$ cat src/rtl/flagram_param.sv
// flagram_param -- single-port RAM that stores a 4-bit flag word next to each
// data word, with a whole-array clear sweep.
//
// Flag word, computed from the write data when it is written:
//   [0] zero      (data == 0)
//   [1] parity    (XOR of all data bits)
//   [2] sign      (data MSB)
//   [3] all-ones  (every data bit set)
//
// Optional feature macro: FLAGRAM_STICKY_EN
//   When defined, o_w_sticky presents the OR of the flag words of every
//   accepted write since reset or since the last completed clear sweep.
//   When undefined, the port and its register do not exist.
//
// Ports:
//   i_w_clk        clock, all state changes on the rising edge
//   i_w_reset      synchronous active-high reset
//   i_w_address    read/write address
//   i_w_data       write data
//   i_w_we         write enable
//   i_w_oe         read data request (wins over i_w_flags_out)
//   i_w_flags_out  read flag-word request (zero-extended result)
//   i_w_clear      start a clear sweep of the whole array
//   o_w_out        read result, 0 when o_w_valid is low
//   o_w_valid      o_w_out holds a read result this cycle (1-cycle latency)
//   o_w_busy       clear sweep in progress; all requests ignored
//   o_w_sticky     accumulated flags (FLAGRAM_STICKY_EN only)
module flagram_param #(
    parameter int DATA_WIDTH = 8,
    parameter int ADDR_WIDTH = 4
) (
    input  logic                  i_w_clk,
    input  logic                  i_w_reset,
    input  logic [ADDR_WIDTH-1:0] i_w_address,
    input  logic [DATA_WIDTH-1:0] i_w_data,
    input  logic                  i_w_we,
    input  logic                  i_w_oe,
    input  logic                  i_w_flags_out,
    input  logic                  i_w_clear,
    output logic [DATA_WIDTH-1:0] o_w_out,
    output logic                  o_w_valid,
    output logic                  o_w_busy
`ifdef FLAGRAM_STICKY_EN
    ,
    output logic [3:0]            o_w_sticky
`endif
);

    localparam int DEPTH = 2 ** ADDR_WIDTH;

    typedef enum logic {
        IDLE  = 1'b0,
        CLEAR = 1'b1
    } state_t;

    state_t                  state;
    state_t                  state_nxt;
    logic [ADDR_WIDTH-1:0]   sweep_cnt;
    logic                    sweep_last;

    logic [DATA_WIDTH-1:0]   mem_data  [DEPTH];
    logic [3:0]              mem_flags [DEPTH];

    logic                    wr_en;
    logic [ADDR_WIDTH-1:0]   wr_addr;
    logic [DATA_WIDTH-1:0]   wr_data;
    logic [3:0]              wr_flags;
    logic                    rd_en;

    logic [DATA_WIDTH-1:0]   out_p1;
    logic                    vld_p1;

    function automatic logic [3:0] calc_flags(input logic [DATA_WIDTH-1:0] d);
        calc_flags = {&d, d[DATA_WIDTH-1], ^d, ~|d};
    endfunction

    assign sweep_last = (sweep_cnt == ADDR_WIDTH'(DEPTH - 1));

    // State register and sweep address counter
    always_ff @(posedge i_w_clk) begin
        if (i_w_reset) begin
            state     <= IDLE;
            sweep_cnt <= '0;
        end else begin
            state <= state_nxt;
            if (state == CLEAR) begin
                // Return to 0 at the end of the sweep instead of wrapping.
                sweep_cnt <= sweep_last ? '0 : sweep_cnt + 1'b1;
            end
        end
    end

    // Next state and array port selection
    always_comb begin
        state_nxt = state;
        wr_en     = 1'b0;
        wr_addr   = i_w_address;
        wr_data   = i_w_data;
        wr_flags  = calc_flags(i_w_data);
        rd_en     = 1'b0;
        o_w_busy  = 1'b0;
        case (state)
            IDLE: begin
                // A clear request drops any write/read issued with it.
                if (i_w_clear) begin
                    state_nxt = CLEAR;
                end else begin
                    wr_en = i_w_we;
                    rd_en = i_w_oe | i_w_flags_out;
                end
            end
            CLEAR: begin
                o_w_busy = 1'b1;
                wr_en    = 1'b1;
                wr_addr  = sweep_cnt;
                wr_data  = '0;
                wr_flags = 4'b0001;
                if (sweep_last) begin
                    state_nxt = IDLE;
                end
            end
            default: begin
                state_nxt = IDLE;
            end
        endcase
        // Reset overrides everything on its edge, including the sweep write,
        // so an aborted sweep leaves only the entries already swept cleared.
        if (i_w_reset) begin
            wr_en = 1'b0;
            rd_en = 1'b0;
        end
    end

    // Array write (contents are not reset)
    always_ff @(posedge i_w_clk) begin
        if (wr_en) begin
            mem_data[wr_addr]  <= wr_data;
            mem_flags[wr_addr] <= wr_flags;
        end
    end

    // Read stage p1: registered read, sees pre-write contents on a same-edge write
    always_ff @(posedge i_w_clk) begin
        if (i_w_reset) begin
            out_p1 <= '0;
            vld_p1 <= 1'b0;
        end else if (rd_en) begin
            vld_p1 <= 1'b1;
            out_p1 <= i_w_oe ? mem_data[i_w_address]
                             : DATA_WIDTH'(mem_flags[i_w_address]);
        end else begin
            out_p1 <= '0;
            vld_p1 <= 1'b0;
        end
    end

    assign o_w_out   = out_p1;
    assign o_w_valid = vld_p1;

`ifdef FLAGRAM_STICKY_EN
    logic [3:0] sticky_q;

    always_ff @(posedge i_w_clk) begin
        if (i_w_reset) begin
            sticky_q <= 4'b0000;
        end else if (state == CLEAR && sweep_last) begin
            sticky_q <= 4'b0000;
        end else if (state == IDLE && wr_en) begin
            sticky_q <= sticky_q | wr_flags;
        end
    end

    assign o_w_sticky = sticky_q;
`endif

endmodule

$ cat config.mk
export PLATFORM = sky130hd
export DESIGN_NAME = flagram_param
export DESIGN_NICKNAME = d
export VERILOG_FILES = /design/src/rtl/flagram_param.sv
export SDC_FILE = /design/constraint.sdc
export NUM_CORES = 1
export LEC_CHECK = 0
export BUFFER_PORTS_ARGS = -buffer_cell sky130_fd_sc_hd__buf_2
export CORE_UTILIZATION = 45
export CTS_CLUSTER_DIAMETER = 30
export DETAILED_ROUTE_END_ITERATION = 8
export HOLD_SLACK_MARGIN = 0.12
export PLACE_DENSITY_LB_ADDON = 0.15
export SLEW_MARGIN = 20
export SYNTH_ARGS = -nofsm -noshare
export SYNTH_HDL_FRONTEND = slang
export SYNTH_SLANG_ARGS = --single-unit
$ cat constraint.sdc
create_clock -name i_w_clk -period 3.25 [get_ports i_w_clk]
set_clock_uncertainty 0.05 [all_clocks]
set_input_delay 0.65 -clock i_w_clk [delete_from_list [all_inputs] [get_ports i_w_clk]]
set_output_delay 0.65 -clock i_w_clk [all_outputs]
set_load 0.01 [all_outputs]
==> impl_metrics.ini <==
[timing]
relSlewSlack_pct = 23.0
fmax_mhz = 407
hold_ws_ns = 0.440
finalSetupViolCount = 0
rsz0062_at_grt = false
finalCritPeriodShare_pct = 75.5
setup_slack_ns = 0.795
finalMaxSlewViolations = 0
hold_violations = 0
tightestPinTransition_ns = 1.15
min_period_ns = 2.46
fin_setup_tns_ns = 0

[run]
max-cap-violations = 0

[power]
p_leak_uw = 0.00308
ir_drop_v = 0.000402
power_density_nw_per_um2 = 582

[final_layout]
utilization_pct = 53.0
fillers = 1306
fin_nets = 491
num_antenna_cells = 0
drive_gt1_share_pct = 26.8
areaGrowthSynthToFinish_pct = 15.0

[synth]
syn-cell-area_um2 = 7680
ys_warn_count = 0
synth_fp_nets = 427
synth_top_area_cell = edfxtp_1
synthCells = 400
synth-seq-cells = 190
ys_seq_area_share_pct = 72.5
synth.distinct_cells = 39
synth_area_leaders = edfxtp_1, mux4_2, mux4_1
yosysTopAreaCellShare_pct = 68.8
avgSynthCellArea_um2 = 19.2

[cts]
cts.sinks = 190
post_cts_resized = 0
clk_path_buf_depth = 2
cts.htree.levels = 4
clk_latency_ns = 0.42
cts_setup_buffers = 0
clk_pin_slew_ns = 0.06
cts_tree = yes
ctsHoldBuffers = 0
root_buffer = clkbuf_16
cts_buffers = 17

[setup_path]
critical_path_class = in2reg
worstPathArrival_ns = 2.67
critPathRequiredTime_ns = 3.47
path_max_fanout = 28
end_kind = flop
worstSetupStartpointType = input pin

[global_route]
grt_usage_pct = 19.1
grt.overflow.total = 0
antenna_found_initial = 0
grt_pass1_wl_um = 23900
grt_start_max_net_pins = 29
grt_pass1_vias = 3933

[placed_design]
dp_hpwl_um = 10100
portBuffers = 27
gp_congestion = 0.801
post-place-ws_ns = 0.323

[detailed_routing]
viasPerCell = 5.59
wl_per_cell_um = 22.1
drt-initial-drc-count = 319
drc = 0
vias = 3893
drt-total-wl_um = 15400
antenna_left = 0
dr.pass1.iters = 5

[die]
die_h_um = 133
rows = 47
die_width_um = 133
initial_core_util_pct = 46.1
die_area_um2 = 17600
coreArea_um2 = 16600
io_pins = 28

[status]
status = complete, no violations

[min_path]
hp-class = in2reg
## metal layers
metal  GRT usage, %  share of wire, %  up-vias
met5              0                 0        -
met4           6.77               1.4        0
met3           3.03               3.6       17
met2           29.2                47       82
met1           28.0                48     2056
li1               -                 -     1738
## logic make-up (layout without fill, tap and decap cells)
group           after synthesis  after routing  share of synthesized area (%)
flops                       190            190                           72.5
compound gates               31             31                           2.74
xor+xnor                      4              4                          0.456
buf+inv                      32            109                           2.56
mux                          68             68                           16.3
fa+ha+maj                     9              9                           1.47
simple gates                 66             66                           3.98
## cell usage after synthesis
library cell	number
buf_1	1
o32a_1	1
nand4bb_1	1
nand2b_1	2
dfxtp_1	14
nand3_1	1
edfxtp_1	176
o22ai_1	3
nand4_1	1
or2_2	1
nor3_1	5
inv_1	11
a41o_1	1
a22oi_1	6
nor2b_1	2
clkbuf_1	6
mux4_1	14
nor2_1	33
and2_1	4
buf_6	3
or4b_1	1
mux4_2	27
nand2_1	11
mux2_2	5
o311ai_0	1
o21ai_0	2
buf_2	5
xnor2_1	3
xor2_1	1
mux2i_1	22
ha_1	9
clkdlybuf4s50_2	1
a211oi_1	6
or3_1	3
a21oi_1	9
nand3b_1	1
clkbuf_8	4
clkinv_1	1
a32oi_1	2
## state kept, by name (all words and copies together) (netlist names)
signal,count
mem_flags,64
state,1
mem_data,112
o_w_valid,1
o_w_out,8
sweep_cnt,4
## worst max-delay path, stage by stage
cell and delay, ns:
buf_2 0.59, buf_4 0.31, mux4_1 0.57, mux2_2 0.28, o22ai_1 0.18, nor3_1 0.07
## final timing paths
check	startpoint	endpoint	slack (ns)	cells after the start
worst min register to register	sweep_cnt[0]	sweep_cnt[0]	0.53	2
worst max-delay path	i_w_address[1]	o_w_out[3]	0.79	6
worst min-delay path	i_w_reset	sweep_cnt[0]	0.44	2
worst max register to register	state	mem_flags[5][1]	1.11	5
## through the flow
step / std cells / area (um2) / total power [uW]
after floorplan: 400 / 7680 / 2990
after global placement: 665 / 8230 / 3100
after detailed placement: 665 / 8230 / 3110
after CTS: 697 / 8820 / 5170
after global routing: 697 / 8830 / 5300
final: 697 / 8830 / 5140
## power breakdown
group	internal (uW)	switching, uW
sequential	2720	11.8
clock	1230	858
combinational	129	188
total	4080	1060
## cell type report
type | count | area [um2] | share of cell area, %
Tap cell | 220 | 275 | 3.12
Sequential cell | 190 | 5570 | 63.0
Timing Repair Buffer | 65 | 433 | 4.90
Multi-Input combinational cell | 178 | 1920 | 21.7
Clock buffer | 21 | 450 | 5.10
Clock inverter | 11 | 140 | 1.59
Inverter | 12 | 45.0 | 0.510
## cell usage in the layout, fill, tap and decap left out, types with 4 or more instances in the layout
cell type  count
edfxtp_1     176
clkbuf_16     17
buf_2         27
mux2i_1       22
nor3_1         5
mux4_1        14
a22oi_1        6
a211oi_1       6
nand2_1       11
mux4_2        27
nor2_1        32
a21oi_1        9
inv_1         11
clkinv_2       5
mux2_2         5
and2_1         4
buf_4         37
dfxtp_1       14
ha_1           9
No activity file was read; power rests on OpenSTA's default activity.
